### config.mk
export PLATFORM = sky130hd
export DESIGN_NAME = seq_divider
export DESIGN_NICKNAME = d
export VERILOG_FILES = /design/src/rtl/seq_divider.sv
export SDC_FILE = /design/constraint.sdc
export NUM_CORES = 1
export LEC_CHECK = 0
export CAP_MARGIN = 20
export CELL_PAD_IN_SITES_DETAIL_PLACEMENT = 1
export CELL_PAD_IN_SITES_GLOBAL_PLACEMENT = 2
export CORE_MARGIN = 2
export CORE_UTILIZATION = 34
export CTS_BUF_LIST = sky130_fd_sc_hd__clkbuf_2
export DETAILED_ROUTE_END_ITERATION = 6
export GPL_ROUTABILITY_DRIVEN = 1
export GPL_TIMING_DRIVEN = 0
export PLACE_DENSITY = 0.91
export SYNTH_ARGS = -nofsm -noshare
export SYNTH_HDL_FRONTEND = slang
export SYNTH_SLANG_ARGS = --single-unit
### constraint.sdc
create_clock -name clk -period 2.8 [get_ports clk]
set_clock_uncertainty 0.05 [all_clocks]
set_input_delay 0.7 -clock clk [delete_from_list [all_inputs] [get_ports clk]]
set_output_delay 0.7 -clock clk [all_outputs]
set_load 0.01 [all_outputs]
### src/rtl/seq_divider.sv
// seq_divider: iterative restoring unsigned divider.
// One quotient bit per clock, start/done handshake.
module seq_divider #(
  parameter int WIDTH = 8
) (
  input  logic             clk,
  input  logic             rst,
  input  logic             start,
  input  logic [WIDTH-1:0] dividend,
  input  logic [WIDTH-1:0] divisor,
  output logic [WIDTH-1:0] quotient,
  output logic [WIDTH-1:0] remainder,
  output logic             busy,
  output logic             done,
  output logic             div_by_zero
);

  localparam int CW = $clog2(WIDTH + 1);

  localparam logic [1:0] S_IDLE = 2'd0;
  localparam logic [1:0] S_RUN  = 2'd1;
  localparam logic [1:0] S_DONE = 2'd2;

  logic [1:0]       state;
  logic [CW-1:0]    cnt;
  logic [WIDTH-1:0] r_q;
  logic [WIDTH-1:0] q_q;
  logic [WIDTH-1:0] dvsr_q;
  logic             dz_q;

  logic             accept;
  logic             last;
  logic [WIDTH:0]   sh_r;
  logic [WIDTH:0]   trial;
  logic             fits;
  logic [WIDTH-1:0] r_nx;
  logic [WIDTH-1:0] q_nx;

  // A start is only honoured when no division is in flight.
  assign accept = start && (state != S_RUN);
  assign last   = (cnt == CW'(1));
  assign busy   = (state == S_RUN);

  // One restoring step: shift {R,Q}, trial-subtract, keep or restore.
  // R stays below the divisor, so WIDTH bits hold it between steps.
  always_comb begin
    sh_r  = {r_q, q_q[WIDTH-1]};
    trial = sh_r - {1'b0, dvsr_q};
    fits  = ~trial[WIDTH];
    r_nx  = fits ? trial[WIDTH-1:0]
                 : sh_r[WIDTH-1:0];
    q_nx  = {q_q[WIDTH-2:0], fits};
  end

  // Control FSM and bit counter.
  always_ff @(posedge clk or posedge rst) begin
    if (rst) begin
      state <= S_IDLE;
      cnt   <= '0;
    end else begin
      case (state)
        S_IDLE, S_DONE: begin
          if (accept) begin
            state <= S_RUN;
            cnt   <= CW'(WIDTH);
          end
        end
        S_RUN: begin
          if (dz_q) begin
            state <= S_DONE;
          end else begin
            cnt <= cnt - CW'(1);
            if (last) state <= S_DONE;
          end
        end
        default: begin
          state <= S_IDLE;
          cnt   <= '0;
        end
      endcase
    end
  end

  // Working registers: operand capture, then one step per RUN edge.
  // A zero divisor skips iteration; Q keeps the dividend for the
  // remainder report.
  always_ff @(posedge clk or posedge rst) begin
    if (rst) begin
      r_q    <= '0;
      q_q    <= '0;
      dvsr_q <= '0;
      dz_q   <= 1'b0;
    end else if (accept) begin
      r_q    <= '0;
      q_q    <= dividend;
      dvsr_q <= divisor;
      dz_q   <= (divisor == '0);
    end else if (state == S_RUN && !dz_q) begin
      r_q <= r_nx;
      q_q <= q_nx;
    end
  end

  // Result registers: loaded on DONE entry, held until next start.
  always_ff @(posedge clk or posedge rst) begin
    if (rst) begin
      quotient    <= '0;
      remainder   <= '0;
      done        <= 1'b0;
      div_by_zero <= 1'b0;
    end else if (accept) begin
      done        <= 1'b0;
      div_by_zero <= 1'b0;
    end else if (state == S_RUN) begin
      if (dz_q) begin
        quotient    <= '1;
        remainder   <= q_q;
        done        <= 1'b1;
        div_by_zero <= 1'b1;
      end else if (last) begin
        quotient    <= q_nx;
        remainder   <= r_nx;
        done        <= 1'b1;
        div_by_zero <= 1'b0;
      end
    end
  end

endmodule
==> results.md <==
* Worst-path fanout max at 10
* Placeable Area at 7140 sq um
* Post-Syn Instances at around 260
* Mux share of post-synthesis cell area at under 10%
* Syn nets at approximately 290
* 1st-pass router iterations at 4
* Die ar. at 7970 sq um
* Post-synth ARST share at 100%
* TritonCTS clock tree: built
* Seq pwr share at 30.5%
* Synth Area in Simple Gates at 16.4%
* Clock Path Buffers at 2
* Drt wl/cell at between 15 and 20 um
* Final Util at 42.9%
* CTS Buf Count at 5
* Post-synth cell types at 45
* Pin count of the biggest net entering global routing at 39
* Layout Nets at 337
* WP data arrival at 1960 ps
* First-pass GRT wire length at 11.0 mm
* Adder-Cell Fraction of Synth Area at 5.87%
* Leakage at 0.00132 uW
* Period utilization at 96.7%
* Hold Buf Count CTS at 0
* Worst setup endpoint: busy
* Area Overhead vs Synth at 23.7%
* Initial antenna violation count at 0
* Slew Limit Fails at 0
* Residual DRC at 0
* CP Launch Type: flop
* Syn_area_per_cell at 9.48 sq um
* Cell internal pwr at 2390 uW
* Crit Path Class: reg2out
* Net Sw Power at 1940 uW
* Post-synthesis xor/xnor area fraction at 2.48%
* Clk slew on worst S/H paths at 250 ps
* Synth Flop Type: dfrtp_1
* Main combinational cell family by area after synthesis: compound AO/OA/AOI/OAI gates
* CTS root buffer: clkbuf_2
* Clk sinks at 49
* Layout cell share with drive strength beyond 1 at 7.79%
* Fin area at 3060 sq um
* PortBufs at 37
* DR vias at 2087
* #FFs+latches synth at 49
* Htree depth at 2
* Hold WC Path Type: in2async
* Max-slew headroom at about half
* Post-placement cell count at 398
* Final GP Congestion at 0.806
* Post-synthesis sequential area ratio at 49.6%
* Clock network power share at 6.5%
* Hold Violations, Final at 0
* Max Cap Violations at 0
* Worst Tran Pin Value at 736 ps
* Synthesized area at 2470 sq um
* DRT iter0 DRCs at 85
* Setup Viol. Count Final at 0
* # IOs at 38
* Fin cells at 407
* Horiz. Die Dim at just under 90 um
* CP required at 2050 ps
* All-Layer GR Usage at 18.1%
* Vias in the first global route at 2202
* Die H at 89.3 um
* Ys Warns at 0
* CP Launch Point: state[1]
* Status: finished clean
* Post-detail-place hpwl at 5.06 mm
* Grt ovf at 0
* Peak supply drop at 0.448 mV
* Antenna Diode Count at 0
* Combinational Power Share at 63.0%
* Tmin final at between 2000 and 3000 ps
* Clock Latency Late Sink at roughly 420 ps
* CP Capture Type: output port
* Final antenna-violating net count at 0
* # fillers at 858
* Peak Freq at 369 MHz
* Switch share at between 40% and 50%
* # rows at 31
* Number of flops mapped to enable cells by yosys at 0
* Placed instance area at 2990 sq um
* Flop2flop setup slack at 150 ps
* DRT Wirelength at approximately 6.6 mm
* Via/cell ratio at 5.13
* FF-to-FF End: remainder[2]
* Starting Density at ~35%
* R2R depth at 10
* Pwr/cell area at 1420 nW/um^2
* Critical R2R Launch: q_q[7]
* Area fraction in compound gates after synthesis at 19.3%
[cell families after synthesis]
group / after synthesis
and+or+nand+nor: 93
AOI/OAI and AO/OA: 71
DFF: 49
buffers and inverters: 25
adders and majority gates: 11
xor gates and xnor gates: 7
muxes: 5
[Yosys cell counts, types with 3 or more instances]
master / number / area, sq um
inv_1: 16 / 60.1
a21oi_1: 8 / 40.0
o22a_1: 7 / 61.3
a31oi_1: 9 / 56.3
nand2_1: 52 / 195
o22ai_1: 4 / 25.0
mux2i_1: 4 / 40.0
ha_1: 10 / 125
clkbuf_1: 6 / 22.5
o21ai_0: 21 / 105
xor2_1: 3 / 26.3
nand3_1: 4 / 20.0
dfrtp_1: 49 / 1230
xnor2_1: 4 / 35.0
nor2_1: 19 / 71.3
a32o_1: 4 / 40.0
nor3b_1: 3 / 22.5
[worst max-delay path, stage by stage, from the launching register on]
cell and delay, ps:
dfrtp_1 450, nand2b_2 230, inv_1 140, buf_6 170, clkdlybuf4s50_1 550
[power groups by stage]
stage               Combinational (uW)  Clock [uW]  Sequential (uW)
floorplan                         1760           0             1310
global placement                  2510           0             1320
detailed placement                2620           0             1340
CTS                               2700         297             1320
global route                      3050         326             1370
finish                            2730         282             1320
[state kept, by name, indices dropped and copies added (netlist names)]
register     count
dvsr_q           8
remainder        8
r_q              8
quotient         8
done             1
dz_q             1
cnt              4
div_by_zero      1
state            2
q_q              8
[cell usage in the layout, fill, tap and decap left out, types with 2 or more instances in the layout]
cell	instances
and2_1	2
nor4_1	2
dfrtp_1	48
o21ai_0	21
xnor2_1	3
buf_6	2
clkinv_2	2
nand3b_1	2
nand3_1	4
clkbuf_1	6
a31oi_1	9
nand2_1	52
nor2_1	19
clkbuf_2	6
xor2_1	3
o22ai_1	4
mux2i_1	2
o21a_1	2
nor3b_1	3
a211oi_1	2
inv_1	15
ha_1	10
a21oi_1	8
or2_1	2
clkdlybuf4s50_1	37
a32o_1	4
o22a_1	7
nor2b_1	2
o31ai_1	2
a31o_2	2
mux2i_2	2
[per-layer routing]
metal / part of all wire [%] / global-route usage, % / vias to the layer above
li1: - / - / 1001
met1: 43 / 22.5 / 1040
met2: 52 / 32.6 / 41
met3: 3.9 / 3.32 / 5
met4: 0.71 / 3.93 / 0
met5: 0 / 0 / -
[how the worst min path moves through the flow]
| stage | startpoint | depth (start not counted) | slack (ps) | endpoint |
|---|---|---|---|---|
| final | rst | 2 | 430 | quotient[7] |
| after global routing | rst | 2 | 420 | quotient[7] |
| after CTS | rst | 2 | 420 | quotient[7] |
| after detailed placement | done | 2 | 420 | done |
| after global placement | state[1] | 1 | 400 | cnt[3] |
| after floorplan | state[1] | 1 | 390 | cnt[3] |
[through the flow]
step                      TNS [ps]  setup slack (ps)  power (uW)  hold WS, ps
final                            0              91.4        4340          433
after global routing         -15.3             -15.3        4740          425
after CTS                        0              29.4        4320          415
after detailed placement     -1060              -197        3960          422
after global placement       -6750              -134        3830          403
after floorplan                  0               359        3080          386
[timing repair]
action	4_1_cts	5_1_grt
pin swaps	1	0
gates resized for setup	2	5
endpoints found under the setup margin	12	3
buffers inserted	1	0
[cell type report]
class	count	area, sq um	area share [%]
Sequential cell	49	1230	40.1
Multi-Input combinational cell	187	1160	38.0
Buffer	9	48.8	1.59
Timing Repair Buffer	39	398	13.0
Inverter	16	60.1	1.96
Clock buffer	6	30.0	0.981
Clock inverter	2	10.0	0.327
Tap cell	99	124	4.05
(Power assumes the default switching activity.)
